`src/rtl/uart_pkg.sv`:
```
// Shared UART definitions: FSM encoding, default line parameters and bit-period rounding.
`timescale 1ns/1ps
package uart_pkg;

  localparam int unsigned DEFAULT_CLK_HZ = 50_000_000;
  localparam int unsigned DEFAULT_BAUD   = 115_200;

  typedef enum logic [2:0] {
    ST_IDLE      = 3'd0,
    ST_START     = 3'd1,
    ST_DATA      = 3'd2,
    ST_STOP      = 3'd3,
    ST_WAIT_HIGH = 3'd4
  } state_e;

  // Nearest-integer clocks per bit, so the sampling error stays within half a clock.
  function automatic int unsigned clks_per_bit(input int unsigned clk_hz, input int unsigned baud);
    return (clk_hz + baud / 2) / baud;
  endfunction

endpackage

```
`src/rtl/sync_2ff.sv`:
```
// Two-flop synchronizer for asynchronous single-bit inputs; 2-cycle latency, no flow control.
`timescale 1ns/1ps
module sync_2ff #(
  parameter logic RESET_VAL = 1'b1
) (
  input  logic clk,
  input  logic rst,
  input  logic d,
  output logic q
);

  logic meta_q;
  logic sync_q;

  always_ff @(posedge clk) begin
    if (rst) begin
      meta_q <= RESET_VAL;
      sync_q <= RESET_VAL;
    end else begin
      meta_q <= d;
      sync_q <= meta_q;
    end
  end

  assign q = sync_q;

endmodule

```
`src/rtl/uart_rx.sv`:
```
// 8N1 UART receiver, mid-bit sampling; strobe appears 2+HALF+9*CLKS_PER_BIT+1 cycles after the start edge.
// No backpressure: each byte or framing error is a single-cycle pulse that the consumer must catch.
`timescale 1ns/1ps
module uart_rx
  import uart_pkg::*;
#(
  parameter int unsigned CLK_HZ = DEFAULT_CLK_HZ,
  parameter int unsigned BAUD   = DEFAULT_BAUD
) (
  input  logic       FPGA_CLK,
  input  logic       RESET,
  input  logic       UART_RXD,
  output logic [7:0] rx_data,
  output logic       rx_valid,
  output logic       rx_frame_err,
  output logic       rx_busy
);

  localparam int unsigned CLKS_PER_BIT = clks_per_bit(CLK_HZ, BAUD);
  localparam int unsigned HALF         = CLKS_PER_BIT / 2;
  localparam int          CNT_W        = $clog2(CLKS_PER_BIT);

  localparam logic [CNT_W-1:0] HALF_M1 = CNT_W'(HALF - 1);
  localparam logic [CNT_W-1:0] BIT_M1  = CNT_W'(CLKS_PER_BIT - 1);

  if (CLKS_PER_BIT < 8) begin : g_rate_check
    $error("uart_rx: CLK_HZ/BAUD gives fewer than 8 clocks per bit");
  end

  logic rxs;

  sync_2ff #(.RESET_VAL(1'b1)) u_sync (
    .clk (FPGA_CLK),
    .rst (RESET),
    .d   (UART_RXD),
    .q   (rxs)
  );

  state_e           state_q,   state_d;
  logic [CNT_W-1:0] cnt_q,     cnt_d;
  logic [2:0]       bit_idx_q, bit_idx_d;
  logic [7:0]       shift_q,   shift_d;
  logic [7:0]       data_q,    data_d;
  logic             valid_q,   valid_d;
  logic             ferr_q,    ferr_d;
  logic             busy_q,    busy_d;

  always_comb begin
    state_d   = state_q;
    cnt_d     = cnt_q + 1'b1;
    bit_idx_d = bit_idx_q;
    shift_d   = shift_q;
    data_d    = data_q;
    valid_d   = 1'b0;
    ferr_d    = 1'b0;
    unique case (state_q)
      ST_IDLE: begin
        cnt_d = '0;
        if (!rxs) state_d = ST_START;
      end
      ST_START: begin
        // Still low at half a bit: a real start bit, not a glitch.
        if (cnt_q == HALF_M1) begin
          cnt_d     = '0;
          bit_idx_d = '0;
          state_d   = rxs ? ST_IDLE : ST_DATA;
        end
      end
      ST_DATA: begin
        if (cnt_q == BIT_M1) begin
          cnt_d     = '0;
          shift_d   = {rxs, shift_q[7:1]};
          bit_idx_d = bit_idx_q + 3'd1;
          if (bit_idx_q == 3'd7) state_d = ST_STOP;
        end
      end
      ST_STOP: begin
        // Return to IDLE mid-stop-bit so a back-to-back start edge is not missed.
        if (cnt_q == BIT_M1) begin
          cnt_d = '0;
          if (rxs) begin
            data_d  = shift_q;
            valid_d = 1'b1;
            state_d = ST_IDLE;
          end else begin
            ferr_d  = 1'b1;
            state_d = ST_WAIT_HIGH;
          end
        end
      end
      ST_WAIT_HIGH: begin
        cnt_d = '0;
        if (rxs) state_d = ST_IDLE;
      end
      default: begin
        cnt_d   = '0;
        state_d = ST_IDLE;
      end
    endcase
    busy_d = (state_d != ST_IDLE);
  end

  always_ff @(posedge FPGA_CLK) begin
    if (RESET) begin
      state_q   <= ST_IDLE;
      cnt_q     <= '0;
      bit_idx_q <= '0;
      shift_q   <= '0;
      data_q    <= '0;
      valid_q   <= 1'b0;
      ferr_q    <= 1'b0;
      busy_q    <= 1'b0;
    end else begin
      state_q   <= state_d;
      cnt_q     <= cnt_d;
      bit_idx_q <= bit_idx_d;
      shift_q   <= shift_d;
      data_q    <= data_d;
      valid_q   <= valid_d;
      ferr_q    <= ferr_d;
      busy_q    <= busy_d;
    end
  end

  assign rx_data      = data_q;
  assign rx_valid     = valid_q;
  assign rx_frame_err = ferr_q;
  assign rx_busy      = busy_q;

endmodule

```
`config.mk`:
```
export PLATFORM = sky130hd
export DESIGN_NAME = uart_rx
export DESIGN_NICKNAME = d
export VERILOG_FILES = /design/src/rtl/uart_pkg.sv /design/src/rtl/sync_2ff.sv /design/src/rtl/uart_rx.sv
export SDC_FILE = /design/constraint.sdc
export NUM_CORES = 1
export LEC_CHECK = 0
export ABC_CLOCK_PERIOD_IN_PS = 1700
export CORE_MARGIN = 2
export CORE_UTILIZATION = 40
export CTS_CLUSTER_DIAMETER = 200
export DETAILED_ROUTE_END_ITERATION = 8
export DONT_BUFFER_PORTS = 1
export PLACE_DENSITY_LB_ADDON = 0.12
export SLEW_MARGIN = 20
export SYNTH_ARGS = -nofsm -noshare
export SYNTH_HDL_FRONTEND = slang
export SYNTH_SLANG_ARGS = --single-unit
```
`constraint.sdc`:
```
create_clock -name FPGA_CLK -period 1.7 [get_ports FPGA_CLK]
set_input_delay 0.17 -clock FPGA_CLK [delete_from_list [all_inputs] [get_ports FPGA_CLK]]
set_output_delay 0.17 -clock FPGA_CLK [all_outputs]
set_load 0.02 [all_outputs]
```
==> summary.md <==
| Metric | Value |
|---|---|
| Status | finished with violations |
| Failing checks | hold timing |
| Remaining routing DRC violations | 0 |
| Row cnt | 22 |
| Core Region | 3660 um2 |
| Worst-path fanout max | 7 |
| CP Class | register to register |
| Critical path's slowest cell | a2111o_1 |
| TritonCTS clock tree | yes |
| Postcts setup bufs | 0 |
| Total GRT Usage | 0.144 |
| Max Fclk | 614 MHz |
| ANT cells | 0 |
| Mapped cell area | 1530 um2 |
| Die ar. | 4330 um2 |
| Initial Util | 0.417 |
| Clock Path Buffers | 2 |
| P_leak | 0.714 nW |
| Final hold violations | 22 |
| CP startpoint kind | register |
| Slowest stage delay, CP | 0.39 ns |
| Chip height | 65.8 um |
| # hold bufs at CTS | 3 |
| Pwr dens | 831 nW/um2 |
| Vias in the first global route | 1099 |
| Worst Path Buf+Inv | 2 |
| Vias per cell | 5.04 |
| Vias | 1114 |
| First-pass GRT wire length | 4670 um |
| CTS Root Cell | clkbuf_8 |
| Synth area leaders | dfxtp_1 (47%), mux2i_1 (5.2%), nor2_1 (5.2%), nand2_1 (4.4%), ha_1 (4.1%) |
| CTS Sinks | 36 |
| Worst hold slack | -0.0470 ns |
| Endpoints failing setup | 0 |
| Final slew viol count | 0 |
| Clk slew on worst S/H paths | 0.07 ns |
| 1st-pass router iterations | 4 |
| Area leader, netlist | dfxtp_1 |
| FF+latch count, synth | 36 |
| Post-synth top area share | 0.472 |
| Dpl hpwl | 1920 um |
| Worst Setup Slack, final | 0.0714 ns |
| Critical-path cell list | inv_1 > ha_1 > and4bb_4 > buf_4 > nand3_1 > a211oi_2 > a2111o_1 |
| Net Count, Synth | 172 |
| Starting DRT DRC Count | 64 |
| Fraction of layout cells with a size suffix above 1 | 0.162 |
| H-tree lvl count | 2 |
| Grt total ovfl | 0 |
| Crit share post-route | 0.958 |
| Gate Count Post-Synth | 164 |
| Antenna viol nets, final | 0 |
| Routed len/inst | 12.5 um |
| Total power draw | 1.43 mW |
| Largest delay contributor family on the critical path | compound AO/OA/AOI/OAI gates |
| Initial antenna violation count | 0 |
| CP Data Arrival Time | 1.79 ns |
| Synth cell types | 40 |
| Pre-CTS WS | -0.0525 ns |
| Synth warnings | 0 |
| Routed WL | 2760 um |
| Port-buffer cells | 0 |
| Skew-Pair Late Insertion Delay | 0.28 ns |
| CP Capture Type | register |
| Cts bufs inserted | 5 |
| CP required | 1.86 ns |
| Area Overhead vs Synth | 13.1% |
| Number of max-cap violations | 0 |
| Slew headroom | 0.773 |
| Syn Area/Cell | 9.31 um2 |
| Hold Crit Class | input pin to register |
| Sequential share of the synthesized area | 0.472 |
| Setup Skew | 0.00471 ns |
| Tmin final | 1.63 ns |
| Die X-Extent | 65.8 um |
| Worst slew pin tran | 0.340 ns |
| Gpl congestion | 0.765 |
| Layout Nets | 181 |
| I/O Pins | 14 |
| Maximum vdd drop | 0.411 mV |
| Largest net degree at the start of global routing | 28 |
| Final Util | 0.472 |
-- metal layers --
layer | global-route usage | up-vias | part of all wire
met2 | 0.251 | 13 | 0.49
met5 | 0 | - | 0
li1 | - | 578 | -
met4 | 0.0625 | 0 | 0.012
met1 | 0.156 | 519 | 0.47
met3 | 0.0511 | 4 | 0.026
-- layout by cell type, fill, tap and decap left out, types with 2 or more instances in the layout --
cell type,instances
dfxtp_1,35
nor2_1,21
nand2_1,18
a21oi_1,11
buf_4,10
mux2i_1,8
nand3_1,7
nand4_1,6
xor2_1,6
ha_1,5
clkbuf_8,5
inv_1,4
o21ai_0,3
dlygate4sd3_1,3
and4b_2,2
nor3_1,2
or3b_2,2
or2_2,2
-- cells in the mapped netlist --
master / instances
dfxtp_1: 36
nor2_1: 21
nand2_1: 18
a21oi_1: 11
mux2i_1: 8
nand3_1: 7
nand4_1: 6
xor2_1: 6
ha_1: 5
buf_2: 4
clkbuf_1: 4
inv_1: 4
o21ai_0: 3
buf_6: 2
nor3_1: 2
or2_2: 2
or3b_2: 2
a2111o_1: 1
a211o_1: 1
a211oi_1: 1
a21bo_1: 1
a21boi_0: 1
a21o_1: 1
a31oi_1: 1
a41o_1: 1
and3_1: 1
and3b_1: 1
and4_1: 1
and4_2: 1
and4b_1: 1
and4b_2: 1
and4bb_1: 1
buf_4: 1
nand2b_1: 1
nand4_2: 1
nand4b_1: 1
nand4bb_1: 1
nor3b_1: 1
o21ba_1: 1
xnor2_1: 1
-- registers in the layout, summed over array words and instances (netlist names), 3 cells and up --
register   cells
bit_idx_q      3
rx_data        8
cnt_q          9
shift_q        8
state_q        3
-- path summary, 6_finish.rpt --
path	from	endpoint	slack (ns)	depth (start not counted)
worst min register to register	shift_q[0]	shift_q[0]	0.47	2
worst max register to register	cnt_q[1]	rx_busy	0.07	7
worst min-delay path	RESET	bit_idx_q[1]	-0.05	1
worst max-delay path	cnt_q[1]	rx_busy	0.07	7
-- timing repair --
item,in CTS,in global routing
endpoints found under the setup margin,2,27
gates resized for setup,1,6
endpoints found under the hold margin,24,22
gates cloned,0,0
pin swaps,0,1
-- metrics by stage --
| stage | std cells | TNS (ns) | hold slack, ns | area, um2 |
|---|---|---|---|---|
| final | 221 | 0 | -0.0470 | 1730 |
| after global routing | 221 | -0.00423 | -0.0655 | 1730 |
| after CTS | 221 | 0 | -0.0599 | 1710 |
| after detailed placement | 211 | -0.0702 | 0.244 | 1600 |
| after global placement | 211 | 0 | 0.242 | 1600 |
| after floorplan | 164 | 0 | 0.274 | 1530 |
-- logic make-up after synthesis --
logic type	Yosys count	share of synthesized area
simple gates	70	0.244
flops	36	0.472
compound gates	23	0.0975
buf+inv	15	0.0525
mux	8	0.0525
xor+xnor	7	0.0402
fa+ha+maj	5	0.0410
-- where the power goes --
group	total (mW)	switching [mW]	internal (mW)	leakage, nW
clock network	0.553	0.274	0.278	0.0410
registers	0.857	0.00817	0.849	0.291
logic	0.0248	0.0110	0.0139	0.381
-- cell type report --
cell class	instances	area (um2)
Timing Repair Buffer	13	105
Clock inverter	1	5.00
Tap cell	48	60.1
Multi-Input combinational cell	113	747
Clock buffer	6	72.6
Sequential cell	36	722
Inverter	4	15.0
Fill cell	374	1930
(Power assumes the default switching activity.)
